<file path="src/rtl/alu_bit_serial_sequencer.sv">
// alu_bit_serial_sequencer: multi-cycle W-bit ALU driving a 1-bit slice LSB first with valid/ready request and response ports
module alu_bit_serial_sequencer #(
  parameter int WIDTH = 64
) (
  input  logic             clk,
  input  logic             reset_n,
  input  logic             start_valid,
  output logic             start_ready,
  input  logic [WIDTH-1:0] a_in,
  input  logic [WIDTH-1:0] b_in,
  input  logic [3:0]       alu_op,
  output logic [WIDTH-1:0] result,
  output logic             zero,
  output logic             carry_out,
  output logic             overflow,
  output logic             result_valid,
  input  logic             result_ready
);
  localparam int CW = $clog2(WIDTH);
  typedef enum logic [1:0] {IDLE, RUN, DONE} state_t;
  state_t r_state;
  logic [WIDTH-1:0] r_a, r_b, r_sh;
  logic [3:0] r_op;
  logic [CW-1:0] r_cnt;
  logic r_carry;
  logic w_arith, w_sub, w_be, w_bit, w_cout, w_last;
  logic [WIDTH-1:0] w_res;
  assign w_sub = r_op == 4'b0110;
  assign w_arith = w_sub | (r_op == 4'b0010);
  assign w_be = r_b[0] ^ w_sub;
  always_comb
    w_bit = r_op == 4'b0000 ? r_a[0] & r_b[0] :
            r_op == 4'b0001 ? r_a[0] | r_b[0] :
            w_arith         ? r_a[0] ^ w_be ^ r_carry :
            r_op == 4'b1100 ? ~(r_a[0] | r_b[0]) : 1'b0;
  assign w_cout = (r_a[0] & w_be) | (r_a[0] & r_carry) | (w_be & r_carry);
  assign w_last = r_cnt == CW'(WIDTH - 1);
  assign w_res = {w_bit, r_sh[WIDTH-1:1]};
  assign start_ready = reset_n && r_state == IDLE;
  always_ff @(posedge clk or negedge reset_n) begin
    if (!reset_n) begin
      r_state <= IDLE;
      r_a <= '0;
      r_b <= '0;
      r_sh <= '0;
      r_op <= '0;
      r_cnt <= '0;
      r_carry <= 1'b0;
      result <= '0;
      zero <= 1'b0;
      carry_out <= 1'b0;
      overflow <= 1'b0;
      result_valid <= 1'b0;
    end else begin
      case (r_state)
        IDLE: if (start_valid) begin
          r_a <= a_in;
          r_b <= b_in;
          r_op <= alu_op;
          r_cnt <= '0;
          r_carry <= alu_op == 4'b0110;
          r_state <= RUN;
        end
        RUN: begin
          r_a <= r_a >> 1;
          r_b <= r_b >> 1;
          r_sh <= w_res;
          r_cnt <= r_cnt + CW'(1);
          r_carry <= w_arith ? w_cout : r_carry;
          // r_carry holds the carry into the MSB on the last bit
          if (w_last) begin
            result <= w_res;
            zero <= ~|w_res;
            carry_out <= w_arith & w_cout;
            overflow <= w_arith & (r_carry ^ w_cout);
            result_valid <= 1'b1;
            r_state <= DONE;
          end
        end
        DONE: if (result_ready) begin
          result_valid <= 1'b0;
          r_state <= IDLE;
        end
        default: r_state <= IDLE;
      endcase
    end
  end
endmodule

</file>
<file path="config.mk">
export PLATFORM = sky130hd
export DESIGN_NAME = alu_bit_serial_sequencer
export DESIGN_NICKNAME = d
export VERILOG_FILES = /design/src/rtl/alu_bit_serial_sequencer.sv
export SDC_FILE = /design/constraint.sdc
export NUM_CORES = 1
export LEC_CHECK = 0
export BUFFER_PORTS_ARGS = -buffer_cell sky130_fd_sc_hd__buf_2
export CORE_MARGIN = 2
export CORE_UTILIZATION = 60
export CTS_BUF_LIST = sky130_fd_sc_hd__clkbuf_16
export DETAILED_ROUTE_END_ITERATION = 8
export GPL_ROUTABILITY_DRIVEN = 1
export PLACE_DENSITY = 0.85
export SETUP_SLACK_MARGIN = 0.3
export SYNTH_ARGS = -nofsm -noshare
export SYNTH_HDL_FRONTEND = slang
export SYNTH_SLANG_ARGS = --single-unit
</file>
<file path="constraint.sdc">
create_clock -name clk -period 3.35 [get_ports clk]
set_input_delay 0.1675 -clock clk [delete_from_list [all_inputs] [get_ports clk]]
set_output_delay 0.1675 -clock clk [all_outputs]
set_load 0.02 [all_outputs]
</file>
# [Word-level counts from Yosys, hierarchy flattened]
# Cells that the tools add are included.
[totals] regBits=273 inputBits=136 output_inout_bits=69 word_cells=73
[op_classes] addsub=1 n_eq_ne=12 n_mux=20 bitwise=15 reduce_logical=13
[ops] cell="case mux 64 bit (2 select lines)" n=2
[ops] cell="two-way mux 64 bit" n=2
[ops] cell="OR reduction 64 bit" n=1
[ops] cell="case mux 6 bit (2 select lines)" n=1
[ops] cell="AND reduction 3 bit" n=3
[ops] cell="== test 4 x 3 -> 1 bit, second input constant" n=2
[ops] cell="two-way mux 1 bit" n=8
[ops] cell="!= test 2 bit, second input constant" n=4
[ops] cell="adder 6 x 1 -> 6 bit, second input constant" n=1
[ops] cell="AND 1 bit" n=6
[ops] cell="== test 6 bit, second input constant" n=1
[ops] cell="two-way mux 2 bit" n=3
[ops] cell="two-way mux 6 bit" n=1
[ops] cell="case mux 2 bit (3 select lines)" n=1
[ops] cell="AND reduction 2 bit" n=3
[ops] cell="== test 4 x 1 -> 1 bit, second input constant" n=1
[ops] cell="== test 4 x 2 -> 1 bit, second input constant" n=1
[ops] cell="== test 4 bit, second input constant" n=1
[ops] cell="zero test 4 bit" n=1
[ops] cell="OR 1 bit" n=4
[ops] cell="case mux 1 bit (2 select lines)" n=2
[ops] cell="nonzero test 2 bit" n=2
[ops] cell="XOR 1 bit" n=4
[ops] cell="== test 2 x 1 -> 1 bit, second input constant" n=1
[ops] cell="other kinds (5)" n=5

# [Logic depth before layout (Yosys ltp)]
[logic_depth] depth_word=9 depth_mapped=7 ltp_nobuf=7

# [Worst setup path after synthesis]
# No wires, ideal clock.
[synth_path] path_type="flip-flop to flip-flop" from="register r_op[0]" to="register result[63]" setup_time_ps=125 arrival_ps=2092 required_time_ps=3225 slack_ps=1133 path_stages_with_launch=7 path_buffers=0 period_less_slack_ps=2217 path_cell_list="dfrtp_1 -> nor3b_1 -> nand2_1 -> xnor2_1 -> fa_1 -> a221o_1 -> mux2_4"
[synth_between] elab_chain_len=7 word_cells_on_any_way=13 classes_between="4 x eq/ne; 4 x mux; 4 x bitwise; 1 x reduce/logical"
[synth_rtl] item="start, declared" line="23" rtl="logic [3:0] r_op;"
[synth_rtl] item="start signal, assigned" line="59" rtl="r_op <= alu_op;"
[synth_rtl] item="== test 4 x 3 -> 1 bit" line="28" rtl="assign w_sub = r_op == 4'b0110;"
[synth_rtl] item="XOR 1 bit" line="30" rtl="assign w_be = r_b[0] ^ w_sub;"
[synth_rtl] item="XOR 1 bit (2 in a row)" line="34" rtl="w_arith ? r_a[0] ^ w_be ^ r_carry :"
[synth_rtl] item="two-way mux 1 bit" line="34"
[synth_rtl] item="two-way mux 1 bit" line="33" rtl="r_op == 4'b0001 ? r_a[0] | r_b[0] :"
[synth_rtl] item="two-way mux 1 bit (*)" line="32" rtl="w_bit = r_op == 4'b0000 ? r_a[0] & r_b[0] :"
[synth_rtl] item="end signal, assigned" line="72" rtl="result <= w_res;"
[synth_rtl] item="end, declared" line="12" rtl="output logic [WIDTH-1:0] result,"
# Every way passes the cells marked *; elsewhere a longest branch is shown, timed or not.
# A chain may end at the register's enable or synchronous reset.

# [Worst setup path in the final report]
[layout_path] from="register r_cnt[0]" to="register result[11]"
[layout_between] elab_chain_len=2
[layout_rtl] item="start, declared" line="24" rtl="logic [CW-1:0] r_cnt;"
[layout_rtl] item="start signal, assigned" line="68" rtl="r_cnt <= r_cnt + CW'(1);"
[layout_rtl] item="== test 6 bit" line="37" rtl="assign w_last = r_cnt == CW'(WIDTH - 1);"
[layout_rtl] item="AND reduction 2 bit (no line)"
# No other way between the ends.

==> impl_metrics.json <==
{
  "final_layout_size_suffix_gt1_frac": 0.230,
  "die_x_microns": 140,
  "synth_compound_area_frac": 0.0841,
  "period_share": 0.735,
  "detail-route-antenna-nets": 0,
  "row_count": 49,
  "cts_buffer_depth": 3,
  "dr.pass1.iters": 7,
  "io_buffer_count": 204,
  "routedWlPerCell_microns": 18.6,
  "grt_pass1_vias": 9646,
  "cp_max_fo": 38,
  "max_stage_delay_ns": 0.57,
  "yosys-top-cells-area": "dfrtp_1 61%, nor2_1 8.7%, mux2_4 8.5%, nand2_1 7.4%, o22ai_1 7.1%",
  "finalSetupViolCount": 0,
  "initial_core_util": 0.614,
  "grt_overflow": 0,
  "ff_latch_area_sq_mm": 0.00681,
  "grt_setup_unrepaired": "no",
  "synth.avg_cell_area_sq_um": 10.4,
  "ir_drop_mv": 0.676,
  "final_cells": 1636,
  "insertion_delay_ns": 0.53,
  "finalClockSkew_ns": 0.0158,
  "io_pins": 205,
  "grt_max_degree": 197,
  "numCtsBuffers": 27,
  "drt_wl_total_mm": 30.5,
  "drv_cap": 0,
  "tightest_slew_ns": 0.837,
  "dpl.cell_count": 1454,
  "final_common_cell": "dfrtp_1",
  "viasPerCell": 5.80,
  "coreArea_sq_mm": 0.0181,
  "area_delta_synth_final_pct": 29.5,
  "tritoncts": "yes",
  "dp_hpwl_mm": 15.3,
  "multiInputGateArea_sq_mm": 0.00401,
  "required_ns": 3.74,
  "relSlewSlack": 0.442,
  "fillers": 975,
  "vias": 9495,
  "yosys.area_share.simple": 0.181,
  "synthDominantCellAreaShare": 0.613,
  "endpoint_kind": "flop",
  "crit_cells": 5,
  "critPathSlowestCell": "or3_4",
  "cts_resized": 0,
  "synth-seq-cells": 272,
  "min_path_type": "input port to flop",
  "holdPathStages": 5,
  "route.detailed.drc": 9,
  "fmax_mhz": 406,
  "synth_top_family_by_area": "simple AND/OR/NAND/NOR gates",
  "layout_common_cells": "272 x dfrtp_1, 258 x nor2_1, 219 x nand2_1, 203 x buf_2, 134 x dlygate4sd3_1",
  "ys_warn_count": 0,
  "synth_adder_area_share": 0.00293,
  "crit_chain": "ha_1, nand4_1, or3_4, buf_4, mux2_4",
  "ff2ff_path_depth": 5,
  "clkSlewWorstSetupHoldPaths_ns": 0.06,
  "p_leak_nw": 7.30,
  "violations": "DRC",
  "worstSetupPathType": "flop to flop",
  "path_buf_inv": 1,
  "layout.nets": 1526,
  "place_congestion": 0.797,
  "drt_iter0_markers": 730,
  "grt_pass1_wl_mm": 48.9,
  "cts_root_buf": "clkbuf_16",
  "fin_setup_tns_ns": 0,
  "syn-cell-area_sq_mm": 0.0111,
  "fin_crit_ns": 2.46,
  "ys_seq_area_frac": 0.613,
  "startpoint_type": "flop",
  "dieArea_sq_mm": 0.0196,
  "yosysTopAreaCell": "dfrtp_1",
  "hold_viol": 0,
  "crit_family": "simple AND/OR/NAND/NOR gates",
  "synth.mux.area_fraction": 0.0872,
  "synthXorXnorAreaFrac": 0.00237,
  "synthCells": 1073,
  "finalMaxSlewViolations": 0,
  "synth_nets": 1211,
  "dieHeight_microns": 140,
  "antenna_found_initial": 2,
  "power_density_mw_per_mm2": 774,
  "run_status": "finished, violations left",
  "grt_use_total": 0.309,
  "h-tree-depth": 1,
  "synthDistinctLibCells": 35,
  "cts.sinks": 272,
  "cp_data_arrival_time_ns": 2.86
}
cell usage after synthesis:
library cell / count
nor4bb_1: 1
nor3_1: 3
fa_1: 1
nand2b_1: 2
nor2b_1: 1
or3_1: 1
o22ai_1: 126
o32ai_1: 1
xnor2_1: 1
and2_1: 1
nor2_1: 258
clkbuf_1: 39
nor4_1: 15
nand3_1: 2
nand2_1: 220
o211ai_1: 1
a21oi_1: 2
or4_1: 1
buf_6: 8
a2111oi_0: 1
dfrtp_1: 272
a221o_1: 1
inv_1: 1
xor2_1: 2
mux2_4: 63
nand4_1: 6
o21ba_2: 1
o21ai_0: 14
ha_1: 1
a31oi_1: 1
buf_1: 12
o31ai_1: 2
buf_2: 8
nor3b_1: 2
mux2_2: 2
layout make-up:
class	instances	share of cell area
Antenna cell	2	0.000348
Clock buffer	27	0.0470
Clock inverter	19	0.00556
Inverter	1	0.000261
Multi-Input combinational cell	733	0.279
Sequential cell	272	0.473
Tap cell	229	0.0199
Timing Repair Buffer	353	0.175
what timing repair did:
item,4_1_cts,5_1_grt
setup endpoints to repair,0,0
endpoints found under the hold margin,233,0
buffers inserted,0,0
hold buffers,134,0
sequential cells by signal, summed over array words and instances, names as in the netlist:
signal and cells:
overflow 1, r_sh 63, result 64, zero 1
r_op 4, result_valid 1, r_cnt 6, r_carry 1
r_state 2, r_b 64, r_a 64, carry_out 1
cell families after synthesis:
family / Yosys count
buffers and inverters: 68
and+or+nand+nor: 513
xor gates and xnor gates: 3
AOI/OAI and AO/OA: 150
muxes: 65
adders and majority gates: 2
DFF: 272
where the power goes:
part           switching (W)  internal (W)  total, W
clock network        0.00124       0.00145   0.00268
logic                0.00201       0.00135   0.00336
registers           0.000801       0.00430   0.00510
total                0.00404       0.00710    0.0111
stage by stage:
stage | hold slack [ns] | setup slack (ns) | area (sq um) | power [W] | utilization
after floorplan | -0.128 | 1.13 | 11100 | 0.00718 | -
after global placement | 0.254 | 0.984 | 12300 | 0.00786 | 0.679
after detailed placement | 0.259 | 0.916 | 12300 | 0.00805 | 0.679
after CTS | 0.237 | 0.895 | 14400 | 0.0108 | 0.795
after global routing | 0.274 | 0.763 | 14400 | 0.0117 | 0.796
final | 0.253 | 0.887 | 14400 | 0.0111 | 0.796
worst paths after layout:
kind	start	endpoint	slack (ns)
setup / recovery	r_cnt[0]	result[11]	0.89
hold / removal	start_valid	r_op[3]	0.25
setup reg to reg	r_cnt[0]	result[11]	0.89
hold reg to reg	carry_out	carry_out	0.49
max in group asynchronous	reset_n	r_sh[45]	2.03
min in group asynchronous	reset_n	result[29]	0.26
per-layer routing:
metal  GRT usage  wire length (microns)  vias to the layer above
met4       0.153                   1710                        0
met1       0.392                  11800                     4578
met5           0                      0                        -
met2       0.522                  15000                      508
li1            -                      -                     4266
met3      0.0499                   1990                      143
worst reg2reg max path, stage by stage, from the launching register on:
cell,delay [ns]
dfrtp_1,0.42
ha_1,0.25
nand4_1,0.14
or3_4,0.57
buf_4,0.60
mux2_4,0.36
Note: power is estimated with default switching activity, not from simulation.
